`config.mk`:
```
export PLATFORM = sky130hd
export DESIGN_NAME = sample_fifo_writer_flat
export DESIGN_NICKNAME = d
export VERILOG_FILES = /design/src/rtl/sample_fifo_writer_if.sv /design/src/rtl/sample_fifo_writer.sv /design/src/flat_wrapper.sv
export SDC_FILE = /design/constraint.sdc
export NUM_CORES = 1
export LEC_CHECK = 0
export CAP_MARGIN = 10
export CORE_ASPECT_RATIO = 1.25
export CORE_MARGIN = 5
export CORE_UTILIZATION = 45
export CTS_CLUSTER_DIAMETER = 80
export DETAILED_ROUTE_END_ITERATION = 8
export GPL_ROUTABILITY_DRIVEN = 0
export HOLD_SLACK_MARGIN = 0.03
export PLACE_DENSITY = 0.75
export SETUP_SLACK_MARGIN = 0.05
export SYNTH_ARGS = -nofsm -noshare
export SYNTH_HDL_FRONTEND = slang
export SYNTH_SLANG_ARGS = --single-unit
```
`constraint.sdc`:
```
create_clock -name clk -period 2.3 [get_ports clk]
set_input_delay 0.46 -clock clk [delete_from_list [all_inputs] [get_ports clk]]
set_output_delay 0.46 -clock clk [all_outputs]
set_load 0.01 [all_outputs]
```
`src/rtl/sample_fifo_writer_if.sv`:
```
// Byte-wide write port into the SPI tx FIFO.
// The writer drives the strobe and data; the FIFO returns its full flag.
interface sample_fifo_writer_if;
  logic       fifo_wr_en;
  logic [7:0] fifo_wr_data;
  logic       fifo_full;

  modport master (output fifo_wr_en, output fifo_wr_data, input fifo_full);
  modport slave  (input fifo_wr_en, input fifo_wr_data, output fifo_full);
endinterface

```
`src/rtl/sample_fifo_writer.sv`:
```
// Buffers one reduced sample and writes each 24-bit frame to the tx FIFO as 3 bytes, LSB first,
// with a periodic sync-marker frame inserted for host resync. Overrun samples are dropped and counted.
module sample_fifo_writer #(
  parameter int unsigned          DATA_SIZE   = 24,
  parameter int unsigned          SYNC_PERIOD = 126,
  parameter logic [DATA_SIZE-1:0] SYNC_WORD   = 24'hAAFF00,
  parameter int unsigned          DROP_W      = 16
) (
  input  logic                    clk,
  input  logic                    rst,
  input  logic                    enable,
  input  logic                    sample_valid,
  input  logic [DATA_SIZE-1:0]    sample_data,
  sample_fifo_writer_if.master    fifo,
  output logic                    busy,
  output logic                    marker_pulse,
  output logic [DROP_W-1:0]       drop_count
);

  localparam int unsigned      CNT_W    = (SYNC_PERIOD > 1) ? $clog2(SYNC_PERIOD) : 1;
  localparam logic [CNT_W-1:0] CNT_LAST = CNT_W'(SYNC_PERIOD - 1);
  localparam bit               SYNC_EN  = (SYNC_PERIOD != 0);

  typedef enum logic [1:0] {IDLE, BYTE0, BYTE1, BYTE2} state_t;

  state_t                 state;
  logic                   slot_vld_p0;
  logic [DATA_SIZE-1:0]   slot_data_p0;
  logic [DATA_SIZE-1:0]   frame_p1;
  logic                   marker_pending;
  logic [CNT_W-1:0]       frame_cnt;
  logic                   accept;
  logic                   take_marker;
  logic                   take_slot;
  logic                   slot_load;

  function automatic logic [DROP_W-1:0] sat_inc(input logic [DROP_W-1:0] v);
    return (&v) ? v : v + 1'b1;
  endfunction

  function automatic logic [7:0] frame_byte(input logic [DATA_SIZE-1:0] f, input state_t s);
    case (s)
      BYTE1:   return f[15:8];
      BYTE2:   return f[23:16];
      default: return f[7:0];
    endcase
  endfunction

  // A pending marker always wins the IDLE slot, so the slot waits one extra frame.
  assign accept      = enable && sample_valid;
  assign take_marker = (state == IDLE) && marker_pending;
  assign take_slot   = (state == IDLE) && !marker_pending && slot_vld_p0;
  assign slot_load   = accept && (!slot_vld_p0 || take_slot);
  assign busy        = (state != IDLE) || slot_vld_p0 || marker_pending;

  // Stage 0: single-entry sample slot and overrun counter
  always_ff @(posedge clk) begin
    if (rst) begin
      slot_vld_p0 <= 1'b0;
      drop_count  <= '0;
    end else if (accept) begin
      if (slot_load) slot_vld_p0 <= 1'b1;
      else           drop_count  <= sat_inc(drop_count);
    end else if (take_slot) begin
      slot_vld_p0 <= 1'b0;
    end
  end

  always_ff @(posedge clk) begin
    if (slot_load) slot_data_p0 <= sample_data;
  end

  // Stage 1: frame being serialised
  always_ff @(posedge clk) begin
    if (take_marker)    frame_p1 <= SYNC_WORD;
    else if (take_slot) frame_p1 <= slot_data_p0;
  end

  always_ff @(posedge clk) begin
    if (rst) begin
      state             <= IDLE;
      marker_pending    <= 1'b0;
      frame_cnt         <= '0;
      marker_pulse      <= 1'b0;
      fifo.fifo_wr_en   <= 1'b0;
      fifo.fifo_wr_data <= '0;
    end else begin
      marker_pulse    <= 1'b0;
      fifo.fifo_wr_en <= 1'b0;
      case (state)
        IDLE: begin
          if (take_marker) begin
            marker_pending <= 1'b0;
            marker_pulse   <= 1'b1;
            state          <= BYTE0;
          end else if (take_slot) begin
            state <= BYTE0;
            // Only sample frames advance the period; a wrap while a marker is pending does not stack.
            if (SYNC_EN) begin
              if (frame_cnt == CNT_LAST) begin
                frame_cnt      <= '0;
                marker_pending <= 1'b1;
              end else begin
                frame_cnt <= frame_cnt + 1'b1;
              end
            end
          end
        end
        default: begin
          if (!fifo.fifo_full) begin
            fifo.fifo_wr_en   <= 1'b1;
            fifo.fifo_wr_data <= frame_byte(frame_p1, state);
            case (state)
              BYTE0:   state <= BYTE1;
              BYTE1:   state <= BYTE2;
              default: state <= IDLE;
            endcase
          end
        end
      endcase
    end
  end

endmodule

```
`src/flat_wrapper.sv`:
```
// flat-port wrapper written by rule: the top's interface ports become plain ports
module sample_fifo_writer_flat 
#(
  parameter int unsigned          DATA_SIZE   = 24,
  parameter int unsigned          SYNC_PERIOD = 126,
  parameter logic [DATA_SIZE-1:0] SYNC_WORD   = 24'hAAFF00,
  parameter int unsigned          DROP_W      = 16
)
  (clk, rst, enable, sample_valid, sample_data, busy, marker_pulse, drop_count, fifo_fifo_wr_en, fifo_fifo_wr_data, fifo_fifo_full);
  sample_fifo_writer_if fifo_i ();
  input  logic clk;
  input  logic rst;
  input  logic enable;
  input  logic sample_valid;
  input  logic [DATA_SIZE-1:0] sample_data;
  output logic busy;
  output logic marker_pulse;
  output logic [DROP_W-1:0] drop_count;
  output wire logic [$bits(fifo_i.fifo_wr_en)-1:0] fifo_fifo_wr_en;
  output wire logic [$bits(fifo_i.fifo_wr_data)-1:0] fifo_fifo_wr_data;
  input wire logic [$bits(fifo_i.fifo_full)-1:0] fifo_fifo_full;
  assign fifo_fifo_wr_en = fifo_i.fifo_wr_en;
  assign fifo_fifo_wr_data = fifo_i.fifo_wr_data;
  assign fifo_i.fifo_full = fifo_fifo_full;
  sample_fifo_writer #(.DATA_SIZE(DATA_SIZE), .SYNC_PERIOD(SYNC_PERIOD), .SYNC_WORD(SYNC_WORD), .DROP_W(DROP_W)) u_core (.clk(clk), .rst(rst), .enable(enable), .sample_valid(sample_valid), .sample_data(sample_data), .fifo(fifo_i), .busy(busy), .marker_pulse(marker_pulse), .drop_count(drop_count));
endmodule
```
Word level (Yosys, flattened, before mapping)
Cells that the tools add are included.
- bits in registers: 85
- word-level logic and storage cells: 63
- output and inout bits: 27
- equality and inequality tests: 7
- reductions and logical operators: 24
- bitwise operators: 5
- $add $sub $neg: 2
- mux-type cells: 15
- operator list (cell ; count):
    $add A16 B1 Y16 const B ; 1
    $pmux W8 S2 ; 1
    $reduce_and A16 Y1 ; 1
    $reduce_and A3 Y1 ; 3
    $mux W1 ; 8
    $mux W2 ; 4
    $reduce_bool A2 Y1 ; 4
    $add A7 B1 Y7 const B ; 1
    $eq A7 B7 Y1 const B ; 1
    $mux W7 ; 1
    $reduce_and A2 Y1 ; 3
    $logic_and A1 B1 Y1 ; 5
    $not A1 Y1 ; 5
    $eq A2 B2 Y1 const B ; 2
    $pmux W2 S2 ; 1
    $reduce_or A2 Y1 ; 2
    $logic_or A1 B1 Y1 ; 3
    $ne A3 B1 Y1 const B ; 1
    $eq A2 B1 Y1 const B ; 1
    $logic_not A1 Y1 ; 2
    $logic_not A2 Y1 ; 1
    $ne A2 B1 Y1 const B ; 1
    $ne A2 B2 Y1 const B ; 1

Longest topological paths before layout
- depth in word-level cells: 7
- mapped depth: 9
- depth with buffers taken out: 7

Worst setup path before layout
Ideal clock, no wire load.
- path type: reg-to-reg
- from: reg u_core.state[0]
- to: reg u_core.slot_data_p0[0] (enable)
- setup slack: -108 ps
- clock period less this slack: 2408 ps
- path buffers: 1
- required time: 1887 ps
- cell stages (with the launch flop): 6
- arrival: 1995 ps
- cell sequence: dfxtp_1 -> inv_1 -> ha_1 -> buf_2 -> nand2b_4 -> a21oi_1
- word-level cells in the longest chain between the ends: 5
- ends and longest elaborated chain (element ; RTL line ; text):
    start, declared ; sample_fifo_writer.sv:26 ; state_t state;
    start signal, assigned ; sample_fifo_writer.sv:81 ; state <= IDLE;
    start signal, assigned ; sample_fifo_writer.sv:95 ; state <= BYTE0;
    start signal, assigned ; sample_fifo_writer.sv:97 ; state <= BYTE0;
    $logic_not A2 Y1 ; sample_fifo_writer.sv:52 ; assign take_slot = (state == IDLE) && !marker_pending && slot_vld_p0;
    $logic_and A1 B1 Y1 (2 in a row) ; sample_fifo_writer.sv:52 ;
    $logic_or A1 B1 Y1 ; sample_fifo_writer.sv:53 ; assign slot_load = accept && (!slot_vld_p0 || take_slot);
    $logic_and A1 B1 Y1 ; sample_fifo_writer.sv:53 ;
    via u_core.slot_load ; sample_fifo_writer.sv:35 ; logic slot_load;
    end signal, assigned ; sample_fifo_writer.sv:70 ; if (slot_load) slot_data_p0 <= sample_data;
    end, declared ; sample_fifo_writer.sv:28 ; logic [DATA_SIZE-1:0] slot_data_p0;
The timed path passes the listed nets, and every way through them passes these cells.
A chain may end at the register's enable or synchronous reset.

Final worst setup path
- from: reg u_core.state[0]
- to: reg u_core.drop_count[13]
- word-level cells in the longest chain between the ends: 7
- ends and longest elaborated chain (element ; RTL line ; text):
    $logic_not A2 Y1 ; sample_fifo_writer.sv:52 ;
    $logic_and A1 B1 Y1 (2 in a row) ; sample_fifo_writer.sv:52 ;
    $logic_or A1 B1 Y1 ; sample_fifo_writer.sv:53 ;
    $logic_and A1 B1 Y1 ; sample_fifo_writer.sv:53 ;
    $not A1 Y1 (no source line) ; n/a ;
    $reduce_and A3 Y1 (no source line) ; n/a ;
    end signal, assigned ; sample_fifo_writer.sv:63 ; else drop_count <= sat_inc(drop_count);
    end, declared ; sample_fifo_writer.sv:17 ; output logic [DROP_W-1:0] drop_count
Every way passes these cells.

==> flow_summary.yaml <==
hold_path:
  hold_class: "flop to flop"
  min_path_cells: 2
status:
  status: "finished, final reports clean"
drt:
  antenna_violating_nets_post_route: 0
  drtIter0Drc: 145
  drt-total-wl_mm: 6.912
  drc_errors: 0
  wl_per_cell_um: 14.08
  detail_route.vias_per_cell: 5.202
  detail_route.first_pass.iterations: 4
  vias: 2554
clock_network:
  clock_tree_from_tritoncts: "yes"
  cts.hold.buffers_added: 0
  h-tree-depth: 3
  postCtsSetupRepairBufs: 0
  total_cts_buffers: 9
  cts_buffer_depth: 2
  clkSlewWorstSetupHoldPaths_ns: 0.08
  clockRootBuffer: "clkbuf_8"
  numClockSinks: 85
  post_cts_gate_resize_count: 3
  worstSkewPairLatency_ns: 0.35
yosys:
  syn-cell-area_um2: 3297
  postSynth.topFlopCell: "dfxtp_1"
  yosys_register_bits: 85
  synth_async_reset_ratio: 0
  yosys_warnings: 0
  syn-mean-instance-area_um2: 9.812
  synth-edff-count: 24
  synth_cell_types: 39
  syn_inst: 336
  synthesis.nets: 371
  seq_area_frac_synth: 0.5890
timing:
  layout_setup_ws_ns: 0.2232
  skew_ns: 0.01263
  grt_setup_unrepaired: "false"
  final-max-slew-violation-count: 0
  post-route-min-period_ns: 2.077
  setup-tns-final_ns: 0
  holdWs_ns: 0.4574
  fmaxAchievable_mhz: 481.5
  max_slew.worst_pin.slew_ns: 0.5773
  finalSetupViolCount: 0
  final.period_utilization: 0.9029
  slew_headroom: 0.6137
  final_hold_viol_count: 0
placement:
  preCtsSetupSlack_ns: 0.04772
  placement.io_buffers: 55
  place.detailed.instances: 475
  dpl.hpwl_mm: 4.777
  detailed_place.area_um2: 3968
setup_path:
  cpMaxStageDelayCell: "or4_1"
  critPathCaptureType: "flop"
  r2r.worst_path.cells: 7
  cp_cell_sequence: "inv_1, ha_2, nand2b_4, nand4_4, or3_4, or4_1, a21oi_1"
  worstPathArrival_ns: 2.35
  criticalPathCategory: "flop to flop"
  r2r_end: "u_core.drop_count[13]"
  worstSetupStartpoint: "u_core.state[0]"
  timing.critical_path.fanout_max: 8
  critPathLaunchType: "flop"
  setup.reg_to_reg.worst_slack_ns: 0.22
  cp_slowest_stage_delay_ns: 0.52
  critPathRequiredTime_ns: 2.58
  rr_startpoint: "u_core.state[0]"
  setup.worst_path.end: "u_core.drop_count[13]"
die:
  row_count: 35
  floorplan.die_area_um2: 9149
  die-width_um: 86.56
  start_util: 0.4535
  die_h_um: 105.7
  floorplan.io_pins: 56
  design.core.area_um2: 7269
grt:
  grtUsageTotal: 0.1588
  grt_pass1_wl_mm: 11.63
  number_of_global_route_vias_before_repair: 2596
  grt_overflow_total: 0
  antenna_violations_before_repair: 0
  maximum_number_of_pins_on_one_net_before_global_route_repair: 31
finish:
  layout.core_utilization: 0.5812
  post_layout_nonfiller_instances: 491
  area_delta_synth_final_pct: 28.16
  nets: 429
  final_layout_size_suffix_gt1_frac: 0.07519
  finish.instance_area_um2: 4225
  antenna_cells_inserted: 0
power_and_ir_drop:
  power_frac_seq: 0.488
  net_switching_share_of_the_total_power: 0.2688
  power_per_cell_area_nw_per_um2: 981.5
  power.leakage_nw: 1.541
  power_mw: 4.147
  comb_power_share: 0.204
  total_switching_power_mw: 1.115
  power_report.internal_total_mw: 3.032
  power.ir.vdd_worst_v: 0.0005491
  power.share.clock: 0.308
job:
  max_cap_viol_count: 0
power groups by stage:
| stage | sequential (mW) | clock, mW | combinational [mW] |
|---|---|---|---|
| floorplan | 2.04 | 0 | 0.526 |
| global placement | 2.04 | 0 | 0.821 |
| detailed placement | 2.05 | 0 | 0.855 |
| CTS | 2.03 | 1.30 | 0.858 |
| global route | 2.06 | 1.37 | 0.963 |
| finish | 2.02 | 1.28 | 0.846 |
worst min path at each step:
stage / start / slack [ns] / end
3_5_place_dp: u_core.slot_data_p0[11] / 0.44 / u_core.frame_p1[11]
6_report: u_core.frame_p1[7] / 0.46 / u_core.frame_p1[7]
5_1_grt: u_core.frame_p1[14] / 0.48 / u_core.frame_p1[14]
2_1_floorplan: u_core.slot_data_p0[23] / 0.43 / u_core.frame_p1[23]
4_1_cts: u_core.frame_p1[18] / 0.46 / u_core.frame_p1[18]
3_3_place_gp: u_core.slot_data_p0[11] / 0.44 / u_core.frame_p1[11]
critical path, delay by kind of cell (launching register included):
kind | cells | cell delay [ns]
AOI/OAI and AO/OA | 1 | 0.15
and+or+nand+nor | 4 | 1.18
buffers and inverters | 1 | 0.08
DFF | 1 | 0.36
adders and majority gates | 1 | 0.24
synth_stat cells (all sizes together), types with 6 or more instances:
cell type / instances / area, um2
a21oi: 20 / 100.1
a22oi: 8 / 60.06
a311oi: 8 / 70.07
clkbuf: 12 / 45.04
dfxtp: 61 / 1221
edfxtp: 24 / 720.7
ha: 6 / 75.07
inv: 7 / 26.28
nand2: 66 / 247.7
nand3: 20 / 100.1
nand4: 7 / 58.81
nor2: 37 / 138.9
nor3: 9 / 45.04
xnor2: 10 / 87.58
xor2: 6 / 52.55
layer usage:
layer / up-vias / part of all wire / GRT usage
li1: 1280 / - / -
met1: 1196 / 0.41 / 0.1866
met2: 73 / 0.52 / 0.2774
met3: 5 / 0.061 / 0.03206
met4: 0 / 0.0082 / 0.06459
met5: - / 0 / 0
cells by family after synthesis:
group / count (synthesis) / share of synthesized area
xor gates and xnor gates: 16 / 0.04250
muxes: 2 / 0.006451
and+or+nand+nor: 162 / 0.2307
AOI/OAI and AO/OA: 42 / 0.08198
adders and majority gates: 6 / 0.02277
buffers and inverters: 23 / 0.02656
DFF: 85 / 0.5890
placed cells by master (no fill, tap or decap), types with 2 or more instances in the layout:
cell type         n
nand2_1          66
dfxtp_1          60
clkdlybuf4s50_1  54
nor2_1           36
edfxtp_1         24
nand3_1          20
a21oi_1          19
xnor2_1          10
clkbuf_8         10
nor3_1            9
a22oi_1           8
a311oi_1          8
buf_4             8
inv_1             7
nand4_1           6
xor2_1            6
and3_1            5
ha_1              5
nor4_1            3
nand2b_1          2
nor3b_1           2
o21ai_0           2
or3_1             2
clkbuf_1          2
clkbuf_16         2
bufinv_16         2
area by class of cell:
| cell class | instances | area [um2] |
|---|---|---|
| fill | 651 | 3044 |
| timing repair buffer | 63 | 609.3 |
| inverter | 7 | 26.28 |
| multi-input combinational | 228 | 1276 |
| tap | 92 | 115.1 |
| sequential | 85 | 1943 |
| clock buffer | 14 | 195.2 |
| clock inverter | 2 | 60.06 |
state kept, by name, summed over array words and instances (netlist names):
name                      cells
u_core.slot_vld_p0            1
u_core.marker_pulse           1
u_core.marker_pending         1
u_core.frame_cnt              7
u_core.drop_count            16
u_core.fifo.fifo_wr_en        1
u_core.frame_p1              24
u_core.fifo.fifo_wr_data      8
u_core.slot_data_p0          24
u_core.state                  2
Note: power is estimated with default switching activity, not from simulation.
